### config.mk
export PLATFORM = sky130hd
export DESIGN_NAME = l2_req_arbiter
export DESIGN_NICKNAME = d
export VERILOG_FILES = /design/src/rtl/l2_req_arbiter.sv
export SDC_FILE = /design/constraint.sdc
export NUM_CORES = 1
export LEC_CHECK = 0
export CORE_ASPECT_RATIO = 0.75
export CORE_MARGIN = 3
export CORE_UTILIZATION = 39
export CTS_CLUSTER_SIZE = 25
export DETAILED_ROUTE_END_ITERATION = 10
export PLACE_DENSITY = 0.91
export SETUP_SLACK_MARGIN = 0.4
export SLEW_MARGIN = 20
export SYNTH_ARGS = -nofsm -noshare
export SYNTH_HDL_FRONTEND = slang
export SYNTH_SLANG_ARGS = --single-unit
### constraint.sdc
create_clock -name i_clk -period 5.25 [get_ports i_clk]
set_clock_uncertainty 0.05 [all_clocks]
set_input_delay 0.7875 -clock i_clk [delete_from_list [all_inputs] [get_ports i_clk]]
set_output_delay 0.7875 -clock i_clk [all_outputs]
set_load 0.01 [all_outputs]
### src/rtl/l2_req_arbiter.sv
// Round-robin arbiter sharing the L1-D refill/writeback port to L2 between hardware threads.
// Optional WAIT watchdog enabled by defining L2_REQ_TIMEOUT_EN.
module l2_req_arbiter #(
  parameter int THREADS = 4,
  parameter int TID_W   = 2,
  parameter int ADDR_W  = 28,
  parameter int TIMEOUT = 255
) (
  input  logic                      i_clk,
  input  logic                      i_reset,
  input  logic [THREADS-1:0]        i_req_valid,
  input  logic [THREADS-1:0]        i_req_dirty,
  input  logic [THREADS*ADDR_W-1:0] i_req_addr,
  input  logic                      i_flush,
  input  logic [TID_W-1:0]          i_flush_thread,
  input  logic                      i_l2_busy,
  input  logic                      i_l2_rdy,
  output logic                      o_drq,
  output logic [ADDR_W-1:0]         o_l2_addr,
  output logic                      o_access_l2_clean,
  output logic                      o_access_l2_dirty,
  output logic [TID_W-1:0]          o_l2_thread,
  output logic                      o_thread_rdy,
  output logic [TID_W-1:0]          o_rdy_thread,
  output logic [THREADS-1:0]        o_grant_ack,
  output logic                      o_busy,
  output logic                      o_timeout_err
);

  // IDLE: arbitrate | REQ: one-cycle drq | WAIT: await l2_rdy | DONE: ack owner, advance ptr
  typedef enum logic [1:0] {S_IDLE, S_REQ, S_WAIT, S_DONE} state_t;

  if (TID_W != $clog2(THREADS)) begin : g_bad_tid_w
    $error("TID_W must equal clog2(THREADS)");
  end
  if (TIMEOUT < 1) begin : g_bad_timeout
    $error("TIMEOUT must be at least 1");
  end

  state_t              r_state;
  state_t              w_state_nxt;
  logic [TID_W-1:0]    r_ptr;
  logic [TID_W-1:0]    r_tid;
  logic [ADDR_W-1:0]   r_addr;
  logic                r_dirty;
  logic                r_cancel;
  logic [TID_W-1:0]    w_scan;
  logic [TID_W-1:0]    w_sel;
  logic                w_found;
  logic                w_grant;
  logic                w_flush_hit;

`ifdef L2_REQ_TIMEOUT_EN
  localparam int CNT_W = $clog2(TIMEOUT + 1);
  logic [CNT_W-1:0]    r_wait_cnt;
  logic                r_timeout_err;
  logic                w_timeout;
  assign w_timeout     = (r_wait_cnt == CNT_W'(TIMEOUT - 1));
  assign o_timeout_err = r_timeout_err;
`else
  assign o_timeout_err = 1'b0;
`endif

  // Scan ptr+1, ptr+2, ... wrapping; the first requester found wins.
  always_comb begin
    w_scan  = r_ptr;
    w_found = 1'b0;
    w_sel   = '0;
    for (int k = 0; k < THREADS; k++) begin
      w_scan = (w_scan == TID_W'(THREADS - 1)) ? '0 : w_scan + 1'b1;
      if (i_req_valid[w_scan] && !w_found) begin
        w_found = 1'b1;
        w_sel   = w_scan;
      end
    end
  end

  assign w_grant     = w_found && !i_l2_busy;
  assign w_flush_hit = i_flush && (i_flush_thread == r_tid);

  always_comb begin
    w_state_nxt       = r_state;
    o_drq             = 1'b0;
    o_l2_addr         = '0;
    o_access_l2_clean = 1'b0;
    o_access_l2_dirty = 1'b0;
    o_l2_thread       = '0;
    o_thread_rdy      = 1'b0;
    o_rdy_thread      = '0;
    o_grant_ack       = '0;
    o_busy            = (r_state != S_IDLE);
    if (r_state != S_IDLE) begin
      o_l2_addr         = r_addr;
      o_access_l2_clean = !r_dirty;
      o_access_l2_dirty = r_dirty;
      o_l2_thread       = r_tid;
    end
    case (r_state)
      S_IDLE: if (w_grant) w_state_nxt = S_REQ;
      S_REQ: begin
        o_drq       = 1'b1;
        w_state_nxt = S_WAIT;
      end
      S_WAIT: begin
        if (i_l2_rdy) w_state_nxt = S_DONE;
`ifdef L2_REQ_TIMEOUT_EN
        else if (w_timeout) w_state_nxt = S_DONE;
`endif
      end
      S_DONE: begin
        o_grant_ack[r_tid] = 1'b1;
        o_thread_rdy       = !r_cancel;
        o_rdy_thread       = r_cancel ? '0 : r_tid;
        w_state_nxt        = S_IDLE;
      end
      default: w_state_nxt = S_IDLE;
    endcase
  end

  always_ff @(posedge i_clk) begin
    if (i_reset) begin
      r_state  <= S_IDLE;
      r_ptr    <= TID_W'(THREADS - 1);
      r_tid    <= '0;
      r_addr   <= '0;
      r_dirty  <= 1'b0;
      r_cancel <= 1'b0;
`ifdef L2_REQ_TIMEOUT_EN
      r_wait_cnt    <= '0;
      r_timeout_err <= 1'b0;
`endif
    end else begin
      r_state <= w_state_nxt;
      case (r_state)
        S_IDLE: if (w_grant) begin
          r_tid    <= w_sel;
          r_addr   <= i_req_addr[int'(w_sel)*ADDR_W +: ADDR_W];
          r_dirty  <= i_req_dirty[w_sel];
          r_cancel <= i_flush && (i_flush_thread == w_sel);
        end
        S_REQ: begin
          if (w_flush_hit) r_cancel <= 1'b1;
`ifdef L2_REQ_TIMEOUT_EN
          r_wait_cnt <= '0;
`endif
        end
        S_WAIT: begin
          if (w_flush_hit) r_cancel <= 1'b1;
`ifdef L2_REQ_TIMEOUT_EN
          // A watchdog expiry is acked like a cancelled request so the owner is released.
          if (!i_l2_rdy) begin
            r_wait_cnt <= r_wait_cnt + 1'b1;
            if (w_timeout) begin
              r_timeout_err <= 1'b1;
              r_cancel      <= 1'b1;
            end
          end
`endif
        end
        S_DONE: begin
          r_ptr    <= r_tid;
          r_cancel <= 1'b0;
        end
        default: ;
      endcase
    end
  end

endmodule

==> flow_summary.toml <==
[run_status]
status = "completed"

[route]
wl_met2_um = 4020
vias = 2691
dr.pass1.iters = 4
met3_length_um = 553
drt_wl_total_um = 8130
top_layer_used = "met4"
routedWlPerCell_um = 15.9
viasPerCell = 5.28
drtAntennaViolNets = 0
drc = 0
dr.first_iter.drc_count = 60
drt-met1-wl_um = 3460

[cts]
cts_resized = 0
cts_setup_buffers = 0
cts_root_buf = "clkbuf_8"
cts_tree = "done"
clkLatencyLatePin_ns = 0.28
htree_levels = 2
cts.sinks = 36
clock_path_buffers = 2
holdBufCountCts = 0
cts.reportedPaths.clkPinSlew_ns = 0.08
cts_made_buffers = 5

[global_route]
grt_pass1_vias = 2784
grt_max_degree = 50
grt_pass1_wl_um = 12800
grtUsageTotal_pct = 21.4
grt.overflow.total = 0
antenna_found_initial = 0

[floorplan]
io_pins = 169
die_w_um = 97.8
core-area_um2 = 5950
die_h_um = 74.8
row_count = 24
dieArea_um2 = 7310
start_util_pct = 41.4

[timing]
setup_viol = 0
timing.hold.ws_ns = 0.397
hold_violations = 0
slew_viol_final = 0
post-route-period-util_pct = 63.4
worst_pin_slew_ns = 0.801
relSlewSlack_pct = 46.6
tns_ns = 0
rsz0062_at_grt = "false"
max_freq_mhz = 300
period_minus_slack_ns = 3.33

[power_and_ir_drop]
vdd_ir_drop_max_mv = 0.160
fin_total_pwr_mw = 1.47
leakagePower_nw = 2.08
p_per_area_nw_per_um2 = 339

[worst_setup_path]
cp-start-kind = "input pin"
cp-end-kind = "flip-flop"
crit_chain = "clkdlybuf4s50_1 > nor4_1 > nor4_1 > nand4_1 > buf_4 > o22ai_1 > a21o_1"
critPathMaxFanout = 15
crit_top_cell = "nor4_1"
worstPathRequired_ns = 5.42
worst_path_max_delay_cell = "nand4_1"
cp_slowest_stage_delay_ns = 0.70
crit_arrival_ns = 3.50
setup.worst_path.start = "i_req_valid[3]"
crit_type = "in -> reg"
r2r-start = "r_state[0]$_SDFFE_PP0P_"

[synth]
netlist_area_um2 = 2460
synth_area_per_cell_um2 = 8.95
async_flop_share_pct = 0
syn_nets = 408
yosys_register_bits = 36
synth_commonest_cells = "mux2i_1, dfxtp_1, nor2b_1"
synth.area.top_cells = "dfxtp_1, mux2i_1, a21o_1, nor2b_1, o22ai_1"
synth_edf_count = 0
yosysSeqAreaShare_pct = 29.3
synthFlopType = "dfxtp_1"
synth_warnings = 0
synth_cells = 275
synth_largest_area_cell = "dfxtp_1"
yosysMostFrequentCell = "mux2i_1"
synth_top_area_share_pct = 29.3
synth.distinct_cells = 41

[place]
gp_congestion = 0.788
hpwl_um = 6450
port_buffers = 167
placed_area_um2 = 4190

[cells_and_area]
final_util_pct = 72.8
nets = 564
diodes = 0
fillers = 438
syn2layout_area_growth_pct = 75.8
final_area_um2 = 4330
layout-drive-gt1-share_pct = 4.40

[flow_run]
maxCapViolations = 0

[min_path]
worstHoldStart = "r_addr[27]$_SDFFE_PP0P_"
hp-class = "reg -> reg"
[layer usage]
| layer | vias to the layer above | GRT usage (%) |
|---|---|---|
| met5 | - | 0 |
| met2 | 109 | 39.2 |
| li1 | 1314 | - |
| met1 | 1260 | 25.8 |
| met3 | 8 | 5.83 |
| met4 | 0 | 4.45 |
[path summary, 6_finish.rpt]
path	to	slack, ns	cells after the start
worst max-delay path	r_addr[5]$_SDFFE_PP0P_	1.92	7
worst min-delay path	r_addr[27]$_SDFFE_PP0P_	0.40	1
worst max register to register	r_addr[5]$_SDFFE_PP0P_	2.40	8
worst min register to register	r_addr[27]$_SDFFE_PP0P_	0.40	1
[registers in the layout, indices dropped and copies added (netlist names)]
register	flops
r_addr	28
r_state	2
r_tid	2
r_cancel	1
r_ptr	2
r_dirty	1
[report_power, final]
part           internal, mW  total, mW  switching, mW
logic                 0.412      0.801          0.389
clock network         0.168      0.266         0.0979
registers             0.353      0.401         0.0485
total                 0.933       1.47          0.535
[critical path: cells and delay by family]
family                 cells  cell delay [ns]
buffers and inverters      2             1.09
AOI/OAI and AO/OA          2             0.31
and+or+nand+nor            3             1.32
[metrics by stage]
stage | instances | setup WS, ns
after detailed placement | 501 | 1.70
final | 510 | 1.92
after global placement | 501 | 1.83
after floorplan | 275 | 3.02
after global routing | 510 | 1.79
after CTS | 509 | 1.98
[cells in the final DEF (no fill, tap or decap), types with 2 or more instances in the layout]
cell type        instances
clkdlybuf4s50_1        167
mux2i_1                 59
dfxtp_1                 36
nor2b_1                 31
a21o_1                  30
o22ai_1                 30
nor2_1                  12
clkbuf_8                 7
inv_1                    6
nand2_1                  6
ha_1                     6
a21oi_1                  4
nor4_1                   3
o21a_1                   2
nand4_1                  2
xnor2_1                  2
a22oi_1                  2
buf_4                    2
[logic make-up (layout without fill, tap and decap cells)]
group / after synthesis / in the layout / synth area share [%]
adders and majority gates: 6 / 6 / 3.05
xor gates and xnor gates: 3 / 3 / 1.07
other: 1 / 1 / 0.152
buffers and inverters: 29 / 186 / 5.89
and+or+nand+nor: 61 / 61 / 13.7
muxes: 60 / 60 / 24.4
AOI/OAI and AO/OA: 79 / 79 / 22.4
DFF: 36 / 36 / 29.3
[area by class of cell]
type / instances / area, um2 / area share (%)
tap: 78 / 97.6 / 2.25
clock buffer: 7 / 96.3 / 2.23
clock inverter: 1 / 30.0 / 0.694
multi-input combinational: 210 / 1640 / 37.9
timing repair buffer: 171 / 1720 / 39.7
inverter: 7 / 26.3 / 0.607
sequential: 36 / 721 / 16.6
No activity file was read; power rests on OpenSTA's default activity.
